`config.mk`:
```
export PLATFORM = sky130hd
export DESIGN_NAME = id_serialize_stage
export DESIGN_NICKNAME = d
export VERILOG_FILES = /design/src/rtl/id_serialize_stage.sv
export SDC_FILE = /design/constraint.sdc
export NUM_CORES = 1
export LEC_CHECK = 0
export CAP_MARGIN = 20
export CORE_UTILIZATION = 36
export DETAILED_ROUTE_END_ITERATION = 8
export PLACE_DENSITY = 0.81
export RECOVER_POWER = 100
export SLEW_MARGIN = 25
export SYNTH_ARGS = -nofsm -noshare
export SYNTH_HDL_FRONTEND = slang
export SYNTH_SLANG_ARGS = --single-unit
```
`constraint.sdc`:
```
create_clock -name CLK -period 1.7 [get_ports CLK]
set_clock_uncertainty 0.1 [all_clocks]
set_input_delay 0.425 -clock CLK [delete_from_list [all_inputs] [get_ports CLK]]
set_output_delay 0.425 -clock CLK [all_outputs]
set_load 0.01 [all_outputs]
```
`src/rtl/id_serialize_stage.sv`:
```
`default_nettype none
// +----------------------------------------------------------------------------+
// | Module      : id_serialize_stage                                           |
// | Description : Decode-stage output register with serialising-instruction    |
// |               drain logic. Normal bundles pass through with one cycle of   |
// |               latency. A serialising instruction (syscall, LL/SC) is        |
// |               turned into a marker bubble. The pipe is then drained for     |
// |               DRAIN_CYCLES cycles, SYS is raised for SYS_HOLD cycles        |
// |               (suppressed for silent LL/SC), and fetch is released exactly  |
// |               once.                                                         |
// | Option      : define ID_SERIALIZE_STATS_EN to add the Serialize_Count and   |
// |               Bubble_Count statistics outputs.                             |
// | Revision    : 1.0 - initial release                                        |
// +----------------------------------------------------------------------------+
module id_serialize_stage #(
  parameter int BUNDLE_W     = 128,
  parameter int DRAIN_CYCLES = 3,
  parameter int SYS_HOLD     = 1
) (
  input  logic                CLK,
  input  logic                RESET,
  input  logic [BUNDLE_W-1:0] Bundle_IN,
  input  logic                Valid_IN,
  input  logic                Serialize_IN,
  input  logic                Silent_IN,
  input  logic                Hold_IN,
  output logic [BUNDLE_W-1:0] Bundle_OUT,
  output logic                Valid_OUT,
  output logic                Marker_OUT,
  output logic                SYS,
  output logic                WANT_FREEZE,
  output logic                Busy
`ifdef ID_SERIALIZE_STATS_EN
  ,
  output logic [31:0]         Serialize_Count,
  output logic [31:0]         Bubble_Count
`endif
);

  // Counter reload values; both must fit the 4-bit counter.
  localparam logic [3:0] c_drain_ld = 4'(DRAIN_CYCLES);
  localparam logic [3:0] c_hold_ld  = 4'(SYS_HOLD);

  if ((DRAIN_CYCLES < 1) || (DRAIN_CYCLES > 15)) begin : g_bad_drain
    $error("id_serialize_stage: DRAIN_CYCLES must be in 1..15");
  end
  if ((SYS_HOLD < 1) || (SYS_HOLD > 15)) begin : g_bad_hold
    $error("id_serialize_stage: SYS_HOLD must be in 1..15");
  end

  typedef enum logic [1:0] {
    S_IDLE    = 2'd0,
    S_DRAIN   = 2'd1,
    S_NOTIFY  = 2'd2,
    S_RELEASE = 2'd3
  } state_t;

  state_t              state_q, state_d;
  logic [3:0]          cnt_q, cnt_d;
  logic                silent_q, silent_d;
  logic [BUNDLE_W-1:0] bundle_q, bundle_d;
  logic                valid_q, valid_d;
  logic                marker_q, marker_d;
  logic                sys_q, sys_d;
  logic                w_capture;
  logic                w_freeze;

  // A serialising instruction is only recognised while idle.
  assign w_capture = (state_q == S_IDLE) && Valid_IN && Serialize_IN;

  // Next-state, output-register and freeze decode.
  always_comb begin
    state_d  = state_q;
    cnt_d    = cnt_q;
    silent_d = silent_q;
    bundle_d = '0;
    valid_d  = 1'b0;
    marker_d = 1'b0;
    sys_d    = sys_q;
    w_freeze = 1'b0;
    case (state_q)
      S_IDLE: begin
        if (w_capture) begin
          w_freeze = 1'b1;
          marker_d = 1'b1;
          silent_d = Silent_IN;
          cnt_d    = c_drain_ld;
          state_d  = S_DRAIN;
        end else begin
          bundle_d = Bundle_IN;
          valid_d  = Valid_IN;
        end
      end
      S_DRAIN: begin
        w_freeze = 1'b1;
        if (cnt_q == 4'd1) begin
          state_d = S_NOTIFY;
          sys_d   = !silent_q;
          cnt_d   = c_hold_ld;
        end else begin
          cnt_d = cnt_q - 4'd1;
        end
      end
      S_NOTIFY: begin
        w_freeze = 1'b1;
        cnt_d    = cnt_q - 4'd1;
        if (cnt_q == 4'd1) begin
          sys_d   = 1'b0;
          state_d = S_RELEASE;
        end
      end
      S_RELEASE: begin
        // Fetch still shows the serialising instruction; let it advance once.
        state_d = S_IDLE;
      end
      default: begin
        state_d = S_IDLE;
      end
    endcase
  end

  // State and output registers; reset wins over hold, hold freezes everything.
  always_ff @(posedge CLK) begin
    if (RESET) begin
      state_q  <= S_IDLE;
      cnt_q    <= '0;
      silent_q <= 1'b0;
      bundle_q <= '0;
      valid_q  <= 1'b0;
      marker_q <= 1'b0;
      sys_q    <= 1'b0;
    end else if (!Hold_IN) begin
      state_q  <= state_d;
      cnt_q    <= cnt_d;
      silent_q <= silent_d;
      bundle_q <= bundle_d;
      valid_q  <= valid_d;
      marker_q <= marker_d;
      sys_q    <= sys_d;
    end
  end

  assign Bundle_OUT  = bundle_q;
  assign Valid_OUT   = valid_q;
  assign Marker_OUT  = marker_q;
  assign SYS         = sys_q;
  assign WANT_FREEZE = w_freeze;
  assign Busy        = (state_q != S_IDLE);

`ifdef ID_SERIALIZE_STATS_EN
  logic [31:0] ser_cnt_q;
  logic [31:0] bub_cnt_q;
  logic        w_forced_bubble;

  // The FSM forces a bubble on the capture edge and on every non-idle edge.
  assign w_forced_bubble = w_capture || (state_q != S_IDLE);

  // Statistics counters, wrapping modulo 2^32.
  always_ff @(posedge CLK) begin
    if (RESET) begin
      ser_cnt_q <= '0;
      bub_cnt_q <= '0;
    end else if (!Hold_IN) begin
      if (w_capture) begin
        ser_cnt_q <= ser_cnt_q + 32'd1;
      end
      if (w_forced_bubble) begin
        bub_cnt_q <= bub_cnt_q + 32'd1;
      end
    end
  end

  assign Serialize_Count = ser_cnt_q;
  assign Bubble_Count    = bub_cnt_q;
`endif

endmodule
`default_nettype wire
```
## Word level (Yosys, flattened, before mapping)

Cells that the tools add are included.

| operators by class | value |
|---|---|
| $add $sub $neg | 1 |
| equal/unequal tests | 7 |
| multiplexer cells | 17 |
| bitwise operators | 1 |
| reduce and logical (&&, ||, !) cells | 12 |

Operators by type and width:

| kind | count |
|---|---|
| two-way mux 128 bit | 2 |
| one-hot mux 4 bit (3 select lines) | 1 |
| two-way mux 4 bit | 2 |
| one-hot mux 2 bit (4 select lines) | 1 |
| AND reduction 4 bit | 2 |
| two-way mux 1 bit | 6 |
| two-way mux 2 bit | 3 |
| != test 2 bit (second input constant) | 3 |
| AND reduction 3 bit | 2 |
| equality test 2 bit (second input constant) | 2 |
| equality test 4 x 1 -> 1 bit (second input constant) | 1 |
| one-hot mux 1 bit (2 select lines) | 2 |
| nonzero test 2 bit | 2 |
| subtractor 4 x 1 -> 4 bit (second input constant) | 1 |
| nonzero test 3 bit | 1 |
| equality test 2 x 1 -> 1 bit (second input constant) | 1 |
| logical AND 1 bit | 2 |
| zero test 2 bit | 1 |
| OR reduction 2 bit | 1 |
| zero test 1 bit | 1 |
| inverter 1 bit | 1 |

| word-level totals | value |
|---|---|
| flip-flop bits (word level) | 138 |
| bits of input ports | 134 |
| output and inout bits | 133 |
| word-level logic and storage cells | 45 |

## Longest topological paths before layout

| logic depth | value |
|---|---|
| depth in word-level cells | 5 |
| depth in mapped cells | 7 |
| mapped depth without buffers | 6 |

## Worst setup path after synthesis

No wires, ideal clock.

| path | value |
|---|---|
| path type | register to register |
| start | reg state_q[0] |
| end | reg state_q[1] |
| library setup time | 0.128 ns |
| arrival time | 1.483 ns |
| required time | 1.472 ns |
| path slack | -0.011 ns |
| cell stages (with the launch flop) | 7 |
| buffers on the path | 0 |
| period minus slack after synthesis | 1.711 ns |
| path through | dfxtp_1 -> inv_1 -> ha_1 -> or2_2 -> a211oi_4 -> mux2i_1 -> nor2_1 |

| on the way | value |
|---|---|
| longest elaborated chain between the ends | 5 |
| elaborated cells on any way between the ends | 11 |
| classes of those cells | eq/ne: 6; mux: 1; reduce/logical: 4 |

RTL lines:

| item | line | source |
|---|---|---|
| start, declared | 58 | `state_t state_q, state_d;` |
| start signal, assigned | 133 | `state_q <= state_d;` |
| zero test 2 bit | 69, 81 |  |
| logical AND 1 bit (2 in a row) | 69 | `assign w_capture = (state_q == S_IDLE) && Valid_IN && Serialize_IN;` |
| != test 2 bit (no source line) | n/a |  |
| AND reduction 4 bit (no source line) | n/a |  |

Parallel ways exist; a longest one is shown, timed or not.
A chain may end at the register's enable or synchronous reset.

## Worst setup path after layout

| path | value |
|---|---|
| start | reg state_q[0] |
| end | out WANT_FREEZE |

| on the way | value |
|---|---|
| longest elaborated chain between the ends | 5 |
| elaborated cells on any way between the ends | 8 |
| classes of those cells | eq/ne: 2; mux: 2; reduce/logical: 4 |

RTL lines:

| item | line | source |
|---|---|---|
| zero test 2 bit | 69, 81 |  |
| logical AND 1 bit (2 in a row) | 69 |  |
| two-way mux 1 bit | 83 | `if (w_capture) begin` |
| one-hot mux 1 bit (2 select lines) (*) | 81 | `case (state_q)` |
| end, declared | 31 | `output logic WANT_FREEZE,` |

Mark *: on every way between the ends. The rest lies on a longest branch, timed or not.

==> results.toml <==
[run_status]
outcome = "complete, but fails checks"
violations = "setup timing"

[synthesis]
syn_area_per_cell_um2 = 10.6
syn_nets = 621
yosysSeqAreaShare_pct = 54.0
synth_area_um2 = 5120
yosysWarnings = 0
synth_cell_types = 31
ys_ff_latch = 138
synthCells = 481

[clocking]
worstSkewPairLatency_ns = 0.41
cts_tree = "built"
cts_hold_buf = 0
cts_buffer_depth = 2
cts.sinks = 138
cts.htree.levels = 4
clock-root-buffer = "clkbuf_16"
numCtsBuffers = 17
clk_pin_slew_ns = 0.06

[worst_setup_path]
r2r-start = "state_q[0]"
cp-start-kind = "register"
worstPathMaxFanout = 2
startpoint = "state_q[0]"
path_class = "register to output port"
end_kind = "output port"
crit_arrival_ns = 1.36
cp.required_ns = 1.17

[timing]
worst_slew_pin_slew_ns = 0.326
setup_viol = 2
period_share_pct = 111
fin_crit_ns = 1.88
slew-limit-headroom_pct = 78.2
final_hold_viol_count = 0
rsz0062_at_grt = "true"
fin_tns_setup_ns = -0.209
fin_ws_ns = -0.181
maxSlewViolCount = 0
clock.fmax_ghz = 0.532

[cells_and_area]
finalNetCount = 913
layout_common_cells = "137 x nor2_1, 135 x dfxtp_1, 132 x clkdlybuf4s50_1"
diodes = 0
syn_to_final_growth_pct = 71.3
final_common_cell = "nor2_1"
instances_no_fill = 966
drive_gt1_share_pct = 11.7

[detailed_routing]
drc_errors = 0
wl_per_cell_um = 14.5
drt_iter0_markers = 133
via_per_inst = 4.59
drtPass1Iterations = 6
vias = 4431
wirelength_um = 14000
ant_nets = 0

[placement]
dp_hpwl_um = 10000
port-buffer-count = 266
gp_congestion = 0.718
placed_cells = 929

[power]
p_leak_nw = 4.32
powerDensity_nw_per_um2 = 1010
ir_worst_vdd_mv = 0.581

[floorplanning]
core_um2 = 13900
die-width_um = 121
placement_rows = 43
die_h_um = 121
start_util_pct = 36.9
pin_count = 267
die_area_um2 = 14700

[flow_run]
cap_violations = 0

[global_routing]
grt_antenna_before_repair = 0
overflow = 0
grt_first_pass_wirelength_um = 21100
gr-usage-all-layers_pct = 18.5
grt_max_degree = 73
grt_pass1_vias = 4426

[hold_path]
worstHoldStart = "Hold_IN"
hp-class = "input pin to register"
-- through the flow --
| step | util (%) | power, mW | cell area [µm²] | setup slack, ns | hold slack, ns |
|---|---|---|---|---|---|
| 6_report | 63.2 | 8.89 | 8770 | -0.181 | 0.276 |
| 5_1_grt | 63.2 | 9.27 | 8770 | -0.231 | 0.295 |
| 4_1_cts | 62.9 | 8.96 | 8730 | -0.198 | 0.260 |
| 3_5_place_dp | 58.9 | 5.11 | 8180 | -0.573 | 0.369 |
| 3_3_place_gp | 58.9 | 5.06 | 8180 | -0.535 | 0.352 |
| 2_1_floorplan | - | 4.22 | 5120 | 0.0637 | 0.364 |
-- Yosys cell counts --
cell type  number  share of area [%]
a2111oi_0       1               0.17
a211oi_2        1               0.24
a211oi_4        1               0.39
a21boi_4        1               0.37
a21o_1          2               0.29
a21oi_1         3               0.29
a311oi_1        2               0.34
a32oi_1         1               0.17
buf_2          20                2.0
buf_4           9                1.3
clkbuf_1        1              0.073
dfxtp_1       138                 54
ha_1            6                1.5
inv_1           8               0.59
mux2i_1       131                 26
nand2_1         2               0.15
nand2b_1        1               0.12
nand3_1         1              0.098
nand4_1         2               0.24
nor2_1        137                 10
nor3_1          2               0.20
nor3_4          1               0.32
nor3b_1         1               0.15
o21bai_1        1               0.15
o311ai_1        2               0.34
or2_1           1               0.12
or2_2           1               0.12
or3_1           1               0.12
or3b_4          1               0.22
or4_1           1               0.15
or4b_1          1               0.20
-- state kept, by name, summed over array words and instances (netlist names) --
signal / cells
Bundle_OUT: 128
Valid_OUT: 1
state_q: 2
SYS: 1
silent_q: 1
Marker_OUT: 1
cnt_q: 4
-- area by class of cell --
| type | instances | area [µm²] |
|---|---|---|
| clock inverter | 10 | 164 |
| sequential | 138 | 2770 |
| timing repair buffer | 303 | 2880 |
| tap | 180 | 225 |
| inverter | 8 | 32.5 |
| multi-input combinational | 305 | 2220 |
| fill | 1158 | 5110 |
| clock buffer | 22 | 474 |
-- worst max-delay path: stages (launching register included) --
cell and delay, ns:
dfxtp_2 0.33, inv_2 0.05, ha_4 0.27, inv_4 0.03, a21oi_2 0.11, buf_2 0.15
-- worst paths after layout --
path                                     to  depth (start not counted)  slack (ns)
worst max-delay path            WANT_FREEZE                          5       -0.18
worst min-delay path             Marker_OUT                          3        0.28
worst max register to register          SYS                          7        0.01
worst min register to register   Marker_OUT                          2        0.37
-- cell families (layout without fill, tap and decap cells) --
family | after synthesis | after routing | share of synthesized area [%]
adders and majority gates | 6 | 6 | 1.47
AOI/OAI and AO/OA | 15 | 15 | 2.76
muxes | 131 | 131 | 25.6
DFF | 138 | 138 | 54.0
and+or+nand+nor | 153 | 153 | 12.2
buffers and inverters | 38 | 343 | 3.94
-- metal layers --
layer	global-route usage (%)	wire, µm	vias up
met5	0	0	-
met4	6.48	232	0
met3	6.86	1050	20
met2	32.6	6990	182
met1	20.2	5710	2030
li1	-	-	2199
-- where the power goes --
| part | internal [mW] | total [mW] | leakage [nW] | switching, mW |
|---|---|---|---|---|
| combinational | 0.811 | 1.43 | 2.87 | 0.617 |
| clock | 2.58 | 3.93 | 0.311 | 1.36 |
| sequential | 3.44 | 3.53 | 1.13 | 0.0963 |
-- timing repair --
action,CTS,global route
setup endpoints to repair,267,39
gates cloned,0,1
gates resized for setup,159,2
buffers inserted,5,3
pin swaps,7,17
hold endpoints to repair,0,0
Note: power is estimated with default switching activity, not from simulation.
